[config.mk]
export PLATFORM = sky130hd
export DESIGN_NAME = pipe_mem_arbiter
export DESIGN_NICKNAME = d
export VERILOG_FILES = /design/src/rtl/pipe_mem_arbiter.sv
export SDC_FILE = /design/constraint.sdc
export NUM_CORES = 1
export LEC_CHECK = 0
export CAP_MARGIN = 20
export CORE_AREA = 5 5 106 108
export DETAILED_ROUTE_END_ITERATION = 8
export DIE_AREA = 0 0 111 113
export HOLD_SLACK_MARGIN = 0.12
export PLACE_DENSITY_LB_ADDON = 0.15
export SYNTH_ARGS = -nofsm -noshare
export SYNTH_HDL_FRONTEND = slang
export SYNTH_SLANG_ARGS = --single-unit
[constraint.sdc]
create_clock -name clock -period 1.7 [get_ports clock]
set_input_delay 0.34 -clock clock [delete_from_list [all_inputs] [get_ports clock]]
set_output_delay 0.34 -clock clock [all_outputs]
set_load 0.02 [all_outputs]
[src/rtl/pipe_mem_arbiter.sv]
// pipe_mem_arbiter: shares one sync single-port memory between fetch and data ports with starvation-bounded priority
module pipe_mem_arbiter #(
  parameter int ADDR_W = 32,
  parameter int DATA_W = 32,
  parameter int STARVE_MAX = 3
) (
  input  logic              clock,
  input  logic              resetn,
  input  logic              if_req,
  input  logic [ADDR_W-1:0] if_addr,
  output logic              if_gnt,
  output logic              if_stall,
  output logic              if_valid,
  output logic [DATA_W-1:0] if_rdata,
  input  logic              dm_req,
  input  logic              dm_we,
  input  logic [ADDR_W-1:0] dm_addr,
  input  logic [DATA_W-1:0] dm_wdata,
  output logic              dm_gnt,
  output logic              dm_stall,
  output logic              dm_valid,
  output logic [DATA_W-1:0] dm_rdata,
  output logic              mem_en,
  output logic              mem_we,
  output logic [ADDR_W-1:0] mem_addr,
  output logic [DATA_W-1:0] mem_wdata,
  input  logic [DATA_W-1:0] mem_rdata
);
  typedef enum logic [1:0] {IDLE, IF_RD, DM_RD, DM_WR} trk_t;
  localparam logic [3:0] SMAX = 4'(STARVE_MAX);
  trk_t trk_q, trk_d;
  logic [3:0] starve_cnt_q, starve_cnt_d;
  logic if_valid_q, if_valid_d, dm_valid_q, dm_valid_d;
  logic [DATA_W-1:0] if_rdata_q, if_rdata_d, dm_rdata_q, dm_rdata_d;
  always_comb begin
    if_gnt = if_req & (~dm_req | (starve_cnt_q == SMAX));
    dm_gnt = dm_req & ~if_gnt;
    if_stall = if_req & ~if_gnt;
    dm_stall = dm_req & ~dm_gnt;
    mem_en = if_gnt | dm_gnt;
    mem_we = dm_gnt & dm_we;
    mem_addr = if_gnt ? if_addr : dm_gnt ? dm_addr : '0;
    mem_wdata = dm_gnt ? dm_wdata : '0;
    starve_cnt_d = if_stall ? starve_cnt_q + 4'(starve_cnt_q != SMAX) : 4'd0;
    trk_d = if_gnt ? IF_RD : dm_gnt ? (dm_we ? DM_WR : DM_RD) : IDLE;
    if_valid_d = trk_q == IF_RD;
    dm_valid_d = (trk_q == DM_RD) | (trk_q == DM_WR);
    if_rdata_d = (trk_q == IF_RD) ? mem_rdata : if_rdata_q;
    dm_rdata_d = (trk_q == DM_RD) ? mem_rdata : dm_rdata_q;
  end
  always_ff @(posedge clock) begin
    if (!resetn) begin
      trk_q <= IDLE;
      starve_cnt_q <= '0;
      if_valid_q <= 1'b0;
      dm_valid_q <= 1'b0;
      if_rdata_q <= '0;
      dm_rdata_q <= '0;
    end else begin
      trk_q <= trk_d;
      starve_cnt_q <= starve_cnt_d;
      if_valid_q <= if_valid_d;
      dm_valid_q <= dm_valid_d;
      if_rdata_q <= if_rdata_d;
      dm_rdata_q <= dm_rdata_d;
    end
  end
  assign if_valid = if_valid_q;
  assign dm_valid = dm_valid_q;
  assign if_rdata = if_rdata_q;
  assign dm_rdata = dm_rdata_q;
endmodule

---- Word level (Yosys, flattened, before mapping) ----
Index checks and enable logic that the tools add are counted.
storage, ports and cells
  output and inout bits ................... 136
  memories ................................ 0
  input port bits ......................... 133
  bits in writable memories ............... 0
  ROM bits ................................ 0
  word-level logic and storage cells ...... 33
  bits in registers ....................... 72
  bits in latches ......................... 0
operators by class
  divide/modulo/power cells ............... 0
  multiply operators ...................... 0
  shift operators ......................... 0
  multiplexer cells ....................... 6
  order comparisons ....................... 0
  reductions and logical operators ........ 2
  equal/unequal tests ..................... 5
  bitwise operators ....................... 12
  add/subtract/negate cells ............... 1
operators with widths
  kind                  number
  $mux W32              3
  $and A1 B1 Y1         5
  $add A4 B1 Y4         1
  $eq A2 B2 Y1 const B  2
  $eq A4 B2 Y1 const B  1
  $ne A4 B2 Y1 const B  1
  $not A1 Y1            4
  $mux W1               3
  $or A1 B1 Y1          3
  $reduce_or A3 Y1      1
  $eq A2 B1 Y1 const B  1
  $reduce_and A2 Y1     1

---- Logic depth before layout (Yosys ltp) ----
Gate-level depths: netlist of the first run.
  word-level depth ........................ 7
  gate-level depth with buffers ........... 6
  gate-level depth less buffers ........... 6

---- Worst setup path before layout of the first run ----
Ideal clock, no wire load.
  kind .................................... reg-to-output
  from .................................... reg starve_cnt_q[2]
  to ...................................... out mem_wdata[22]
  cell stages (with the launch flop) ...... 5
  buffers on the path ..................... 1
  arrival time ............................ 1.393 ns
  data required time ...................... 1.360 ns
  setup slack ............................. -0.033 ns
  cell sequence ........................... dfxtp_1 and4bb_4 a21boi_2 clkbuf_1 and2_1
on the way
  cells in the longest elaborated chain, start to end .. 6
RTL lines
  element                   line  text
  start: declaration        32    logic [3:0] starve_cnt_q, starve_cnt_d;
  start signal: assignment  61    starve_cnt_q <= starve_cnt_d;
  $eq A4 B2 Y1              36    if_gnt = if_req & (~dm_req | (starve_cnt_q == SMAX));
  $or A1 B1 Y1              36
  $and A1 B1 Y1             36
  $not A1 Y1                37    dm_gnt = dm_req & ~if_gnt;
  $and A1 B1 Y1             37
  via dm_gnt                19    output logic dm_gnt,
  $mux W32                  43    mem_wdata = dm_gnt ? dm_wdata : '0;
  end: declaration          26    output logic [DATA_W-1:0] mem_wdata,
The timed path passes the listed nets, and every way through them passes these cells.

---- Worst setup path in the final report of the first run ----
  from .................................... reg starve_cnt_q[3]
  to ...................................... out mem_addr[6]
on the way
  cells in the longest elaborated chain, start to end .. 7
RTL lines
  element           line  text
  $eq A4 B2 Y1 *    36
  $or A1 B1 Y1 *    36
  $and A1 B1 Y1 *   36
  $not A1 Y1        37
  $and A1 B1 Y1     37
  $mux W32          42    mem_addr = if_gnt ? if_addr : dm_gnt ? dm_addr : '0;
  $mux W32 *        42
  end: declaration  25    output logic [ADDR_W-1:0] mem_addr,
Every way passes the cells marked *; elsewhere a longest branch is shown, timed or not.

==> out/metrics.yaml, run 1 <==
cts_made_buffers: 9
gr-total-overflow: 0
grt_pass1_wl_um: 21500
total_power_mw: 4.51
synthesis.nets: 523
end_kind: "output pin"
min_delay_worst_endpoint: "trk_q[0]$_SDFF_PN0_"
drive_above_1_share_pct: 22.0
cp_max_fo: 17
powerDensity_nw_per_um2: 663
synthArstFlopShare_pct: 0
crit_family: "buffers and inverters"
die_h_um: 113
layout_setup_ws_ps: -578
track_usage_pct: 22.0
coreArea_um2: 10100
ys_types: 25
path_clk_slew_ps: 70
status: "finished with violations"
start_util_pct: 32.1
tightest_slew_ps: 326
p_leak_nw: 2.83
critPathRequiredTime_ps: 1360
placed_cell_area_um2: 6170
timing.final.crit_share_pct: 134
worstPathCellList: "and4bb_4, buf_12, a21boi_4, bufbuf_16, a22o_1, buf_6"
htree_levels: 3
rr_worst_depth: 9
holdPathStages: 2
ant_nets: 0
syn_inst: 388
crit_buf_inv: 3
cpMaxStageDelayCell: "dfxtp_2"
rows: 37
critPathKind: "reg2out"
final.fill_count: 803
drt_iter0_drc: 168
synth_edf_count: 0
syn_area_um2: 3250
avgSynthCellArea_um2: 8.38
drc: 0
violations: "setup timing"
ios: 269
tns_ps: -32320
final_area_um2: 6800
rsz0062_at_grt: "yes"
via_per_inst: 4.68
synthToLayoutAreaGrowth_pct: 109
ir_worst_vdd_mv: 0.385
max-clock-path-buffers: 2
cts_hold_buf: 0
max_slew_margin_pct: 78.3
hp-start: "resetn"
finalNetCount: 813
hp-class: "in2reg"
ys_seq_elements: 72
antenna_found_initial: 2
die_x_um: 111
synth_top_area_share_pct: 44.3
report.final.slew_viol_count: 0
synth_top_area_cell: "dfxtp_1"
insertion_delay_ps: 340
cts_tree: "done"
yosysWarningCount: 0
grt_pass1_vias: 3890
maxCapViolations: 0
seq_area_frac_synth_pct: 44.3
clockRootBuffer: "clkbuf_8"
ff2ff_setup_slack_ps: -40
hold_ws_ps: 408
yosysMostFrequentCell: "nand2_1"
finalHoldViolCount: 0
drtPass1Iterations: 5
grt_max_degree: 35
regToRegEndpoint: "starve_cnt_q[2]$_SDFF_PN0_"
setup_viol: 71
drt_wl_total_um: 14600
routedWlPerCell_um: 17.9
fin_crit_ps: 2280
cp-start-kind: "flop"
hpwl_um: 11300
arrival_ps: 1940
fin_worst_skew_ps: 3.64
synth_commonest_cells: "nand2_1 (129), dfxtp_1 (72), a21boi_0 (64), and2_1 (39), a22o_1 (32)"
fmax_mhz: 439
dp_slack_ps: -769
synthTopCellsByArea: "dfxtp_1 (44%), nand2_1 (15%), a21boi_0 (15%)"
dominantRegCellSynth: "dfxtp_1"
r2r_start: "starve_cnt_q[3]$_SDFF_PN0_"
dieArea_um2: 12500
portBuffers: 268
gp_congestion: 0.894
num_vias: 3832
worst_path_largest_cell_delay_ps: 340
numClockSinks: 72
==> layer usage <==
layer	GRT usage [%]	vias up	part of all wire [%]
met2	40.9	176	52
met4	8.13	2	2.5
li1	-	1864	-
met5	0	-	0.089
met3	9.30	27	9.7
met1	21.9	1763	36
==> how the worst max path moves through the flow <==
stage / from / endpoint / slack [ps] / depth (start not counted)
floorplan: starve_cnt_q[2]$_SDFF_PN0_ / mem_addr[23] / -30 / 5
global placement: if_req / mem_addr[15] / -720 / 5
detailed placement: if_req / mem_addr[19] / -770 / 5
CTS: starve_cnt_q[3]$_SDFF_PN0_ / mem_addr[5] / -540 / 7
global route: starve_cnt_q[3]$_SDFF_PN0_ / mem_addr[6] / -640 / 6
finish: starve_cnt_q[3]$_SDFF_PN0_ / mem_addr[6] / -580 / 6
==> placed cells by master, fill, tap and decap left out, types with 2 or more instances in the layout <==
cell type | synthesis | final
dlymetal6s2s_1 | 0 | 8
dfxtp_1 | 72 | 70
dfxtp_2 | 0 | 2
a22o_1 | 32 | 30
nand2_1 | 129 | 128
a21boi_0 | 64 | 64
nand2b_1 | 2 | 2
clkbuf_1 | 18 | 2
ha_4 | 0 | 2
clkdlybuf4s50_1 | 0 | 189
buf_4 | 3 | 31
and2_4 | 0 | 9
buf_6 | 3 | 70
nor2_1 | 4 | 3
clkbuf_16 | 0 | 2
nor2b_2 | 0 | 2
buf_12 | 0 | 6
and2_1 | 39 | 30
clkbuf_8 | 0 | 10
a21boi_4 | 1 | 2
a22o_4 | 0 | 2
buf_8 | 0 | 2
==> cell type report <==
class,count,area (um2),share of cell area (%)
clock inverter,3,42.5,0.626
antenna,1,2.50,0.0368
inverter,1,6.26,0.0920
multi-input combinational,284,1740,25.6
clock buffer,12,145,2.13
timing repair buffer,310,3250,47.8
tap,136,170,2.50
sequential,72,1440,21.2
==> worst register-to-register path, delay by kind of cell, from the launching register on <==
family	cells	cell delay, ps
xor+xnor	1	150
simple gates	2	440
fa+ha+maj	2	310
buf+inv	4	420
flops	1	330
==> power by group <==
group | switching (mW) | total [mW] | internal [mW]
Combinational | 0.607 | 1.40 | 0.790
Clock | 0.607 | 1.32 | 0.709
Sequential | 0.0377 | 1.80 | 1.76
Total | 1.25 | 4.51 | 3.26
==> metrics by stage <==
step	util (%)	cells
after global placement	60.8	784
after detailed placement	60.8	784
after CTS	64.8	808
after floorplan	-	388
final	67.1	819
after global routing	67.1	819
==> sequential cells by signal, indices dropped and copies added (netlist names) <==
signal and cells:
starve_cnt_q 4, trk_q 2, if_rdata 32, dm_rdata 32, if_valid 1, dm_valid 1
==> kinds of logic (layout without fill, tap and decap cells) <==
| group | count (synthesis) | in the layout | synth area share [%] |
|---|---|---|---|
| compound gates | 99 | 99 | 24.5 |
| flops | 72 | 72 | 44.3 |
| xor+xnor | 2 | 2 | 0.539 |
| buf+inv | 32 | 326 | 4.96 |
| fa+ha+maj | 2 | 2 | 0.769 |
| other cells | 0 | 1 | 0 |
| simple gates | 181 | 181 | 24.9 |
==> what timing repair did <==
| action | CTS | global route |
|---|---|---|
| endpoints found under the hold margin | 0 | 0 |
| resized for setup | 366 | 47 |
| pin swaps | 27 | 14 |
| buffers inserted | 6 | 12 |
| gates cloned | 3 | 2 |
| endpoints found under the setup margin | 70 | 79 |
(Power assumes the default switching activity.)
==> run 2: changes to the inputs <==
GPL_ROUTABILITY_DRIVEN = 0   (was not set)
==> results of run 2 <==
Same layout as run 1: the final DEF is identical, and so are final timing and power.
==> run 3: changes to the inputs <==
CORE_AREA = 5 5 100 102   (was 5 5 106 108)
DIE_AREA = 0 0 105 107   (was 0 0 111 113)
DONT_BUFFER_PORTS = 1   (was not set)
==> run 3 against run 2 <==
Against the previous run: first-iteration DRC count is 8.3% lower; fmax is 8.7% higher; critical path depth stayed put; worst hold slack worse by 270 ps; via count is 27% lower; sequential power is 6% higher; the run still ends with setup timing left.
==> out/metrics.yaml, run 3 (synthesis gave the netlist of run 1 again) <==
p_sw_mw: 1.12  # -10%
coreArea_um2: 9020  # -11%
routedWlPerCell_um: 23.7  # +33%
violations: "setup timing"
portBuffers: 0  # -100%
powerDensity_nw_per_um2: 945  # +42%
via_per_inst: 5.20  # +11%
max-clock-path-buffers: 2  # unchanged
finalNetCount: 555  # -32%
dieArea_um2: 11200  # -10%
layout_commonest_cell: "nand2_1"
cp-start-kind: "flop"
fmax_mhz: 477  # +8.7%
drtPass1Iterations: 5  # unchanged
report.final.slew_viol_count: 0  # unchanged
ios: 269  # unchanged
p_int_mw: 2.94  # -9.8%
final_area_um2: 4300  # -37%
rows: 35  # -5.4%
critPathRequiredTime_ps: 1360  # about the same
die_x_um: 105  # -5.4%
combPwrFrac_pct: 16.7  # -14 points
grt_max_degree: 70  # +100%
fin_worst_skew_ps: 6.26  # +2.62 ps
crit_start: "starve_cnt_q[3]$_SDFF_PN0_"
grt_pass1_wl_um: 17100  # -21%
cts_tree: "done"
worst_path_largest_cell_delay_ps: 370  # +30 ps
timing.final.crit_share_pct: 123  # -11 points
fin_crit_ps: 2100  # -182 ps
utilization_pct: 47.7  # -19 points
arrival_ps: 1760  # -180 ps
hp-class: "in2reg"
p_seq_share_pct: 46.8  # +6.9 points
max_slew_margin_pct: 73.8  # -4.5 points
antenna_found_initial: 1  # -1
cp_max_fo: 5  # -12
worstPathCellList: "and4bb_4, inv_4, a21boi_4, buf_6, a22o_1, buf_6"
clockPowerShare_pct: 36.5  # +7.3 points
setup_viol: 68  # -4.2%
placed_cell_area_um2: 3530  # -43%
hpwl_um: 9560  # -15%
clockRootBuffer: "clkbuf_8"
start_util_pct: 36.1  # +4.0 points
dp_slack_ps: -75.0  # +694 ps
p_leak_nw: 1.69  # -40%
path_common_cell: "buf_6"
r2r_start: "starve_cnt_q[3]$_SDFF_PN0_"
finalHoldViolCount: 0  # unchanged
gr-total-overflow: 0  # unchanged
die_h_um: 107  # -5.3%
drt_iter0_drc: 154  # -8.3%
numClockSinks: 72  # unchanged
drive_above_1_share_pct: 28.5  # +6.5 points
track_usage_pct: 20.0  # -2.0 points
rr_worst_depth: 7  # -2
ir_worst_vdd_mv: 0.343  # -11%
htree_levels: 3  # unchanged
cpMaxStageDelayCell: "and4bb_4"
ff2ff_setup_slack_ps: 110  # +150 ps
rsz0062_at_grt: "yes"
tns_ps: -20380  # +11940 ps
mostFrequentLayoutCells: "nand2_1 (129), dfxtp_1 (71), a21boi_0 (64)"
maxCapViolations: 0  # unchanged
regToRegEndpoint: "starve_cnt_q[2]$_SDFF_PN0_"
endpoint: "mem_addr[12]"
synthToLayoutAreaGrowth_pct: 32.2
p_sw_share_pct: 27.7  # -0.078 points
end_kind: "output pin"
tightest_slew_ps: 391  # +65.3 ps
critPathKind: "reg2out"
grt_pass1_vias: 2677  # -31%
cts_made_buffers: 9  # unchanged
status: "finished with violations"
insertion_delay_ps: 330  # about the same
layout_setup_ws_ps: -396  # +182 ps
drt_wl_total_um: 12700  # -13%
num_vias: 2788  # -27%
drc: 0  # unchanged
ant_nets: 0  # unchanged
path_clk_slew_ps: 80  # about the same
-- run 3: changes by cell type in the layout (fill, tap and decap cells not counted), sizes merged --
| cell | before | now |
|---|---|---|
| clkdlybuf4s50 | 189 | 0 |
| dlymetal6s2s | 8 | 0 |
| bufbuf | 1 | 0 |
| bufinv | 1 | 2 |
| clkbuf | 14 | 13 |
| buf | 110 | 37 |
| dlygate4sd3 | 0 | 12 |
| clkinv | 1 | 2 |
-- run 3: layout make-up --
class,count,area [um2]
clock buffer,10,138
fill,884,4720
inverter,1,6.26
tap,111,139
multi-input combinational,284,1870
timing repair buffer,52,626
sequential,72,1440
antenna,1,2.50
clock inverter,5,81.3
-- run 3: critical path, delay by kind of cell, from the launching register on --
family	cells	cell delay (ps)
buffers and inverters	3	340
AO/OA/AOI/OAI	2	390
AND/OR/NAND/NOR	1	370
flip-flops	1	320
-- run 3: power by group through the flow --
| stage | Combinational [mW] | Sequential [mW] | Clock [mW] |
|---|---|---|---|
| 5_1_grt | 0.717 | 1.91 | 1.61 |
| 3_3_place_gp | 0.516 | 1.94 | 0 |
| 4_1_cts | 0.622 | 1.90 | 1.54 |
| 2_1_floorplan | 0.414 | 1.92 | 0 |
| 3_5_place_dp | 0.525 | 1.94 | 0 |
| 6_report | 0.679 | 1.90 | 1.48 |
-- run 3: how the worst min path moves through the flow --
stage / start / endpoint / slack [ps] / depth (start not counted)
2_1_floorplan: starve_cnt_q[3]$_SDFF_PN0_ / starve_cnt_q[3]$_SDFF_PN0_ / 470 / 2
3_3_place_gp: resetn / if_valid$_SDFF_PN0_ / 470 / 1
3_5_place_dp: resetn / trk_q[1]$_SDFF_PP0_ / 480 / 1
4_1_cts: mem_rdata[27] / dm_rdata[27]$_SDFFE_PN0P_ / 120 / 2
5_1_grt: mem_rdata[29] / dm_rdata[29]$_SDFFE_PN0P_ / 120 / 2
6_report: mem_rdata[13] / if_rdata[13]$_SDFFE_PN0P_ / 140 / 2
-- run 3: repair_timing --
item / CTS / global route
endpoints found under the hold margin: 4 / 8
buffers inserted: 2 / 3
pin swaps: 6 / 26
hold buffers: 4 / 8
gates resized for setup: 109 / 8
setup endpoints to repair: 68 / 69
gates cloned: 0 / 6
-- run 3: metrics by stage --
step           power, mW  cells  hold slack, ps
4_1_cts             4.06    518             120
3_3_place_gp        2.46    497             472
5_1_grt             4.24    536             121
3_5_place_dp        2.47    497             476
6_report            4.06    536             139
2_1_floorplan       2.33    388             471
-- run 3: metal layers --
metal | up-vias | track usage [%] | wire (um)
met5 | - | 0 | 0
met4 | 0 | 6.03 | 258
met3 | 14 | 10.8 | 1460
met2 | 144 | 34.0 | 6470
met1 | 1283 | 21.5 | 4490
li1 | 1347 | - | -
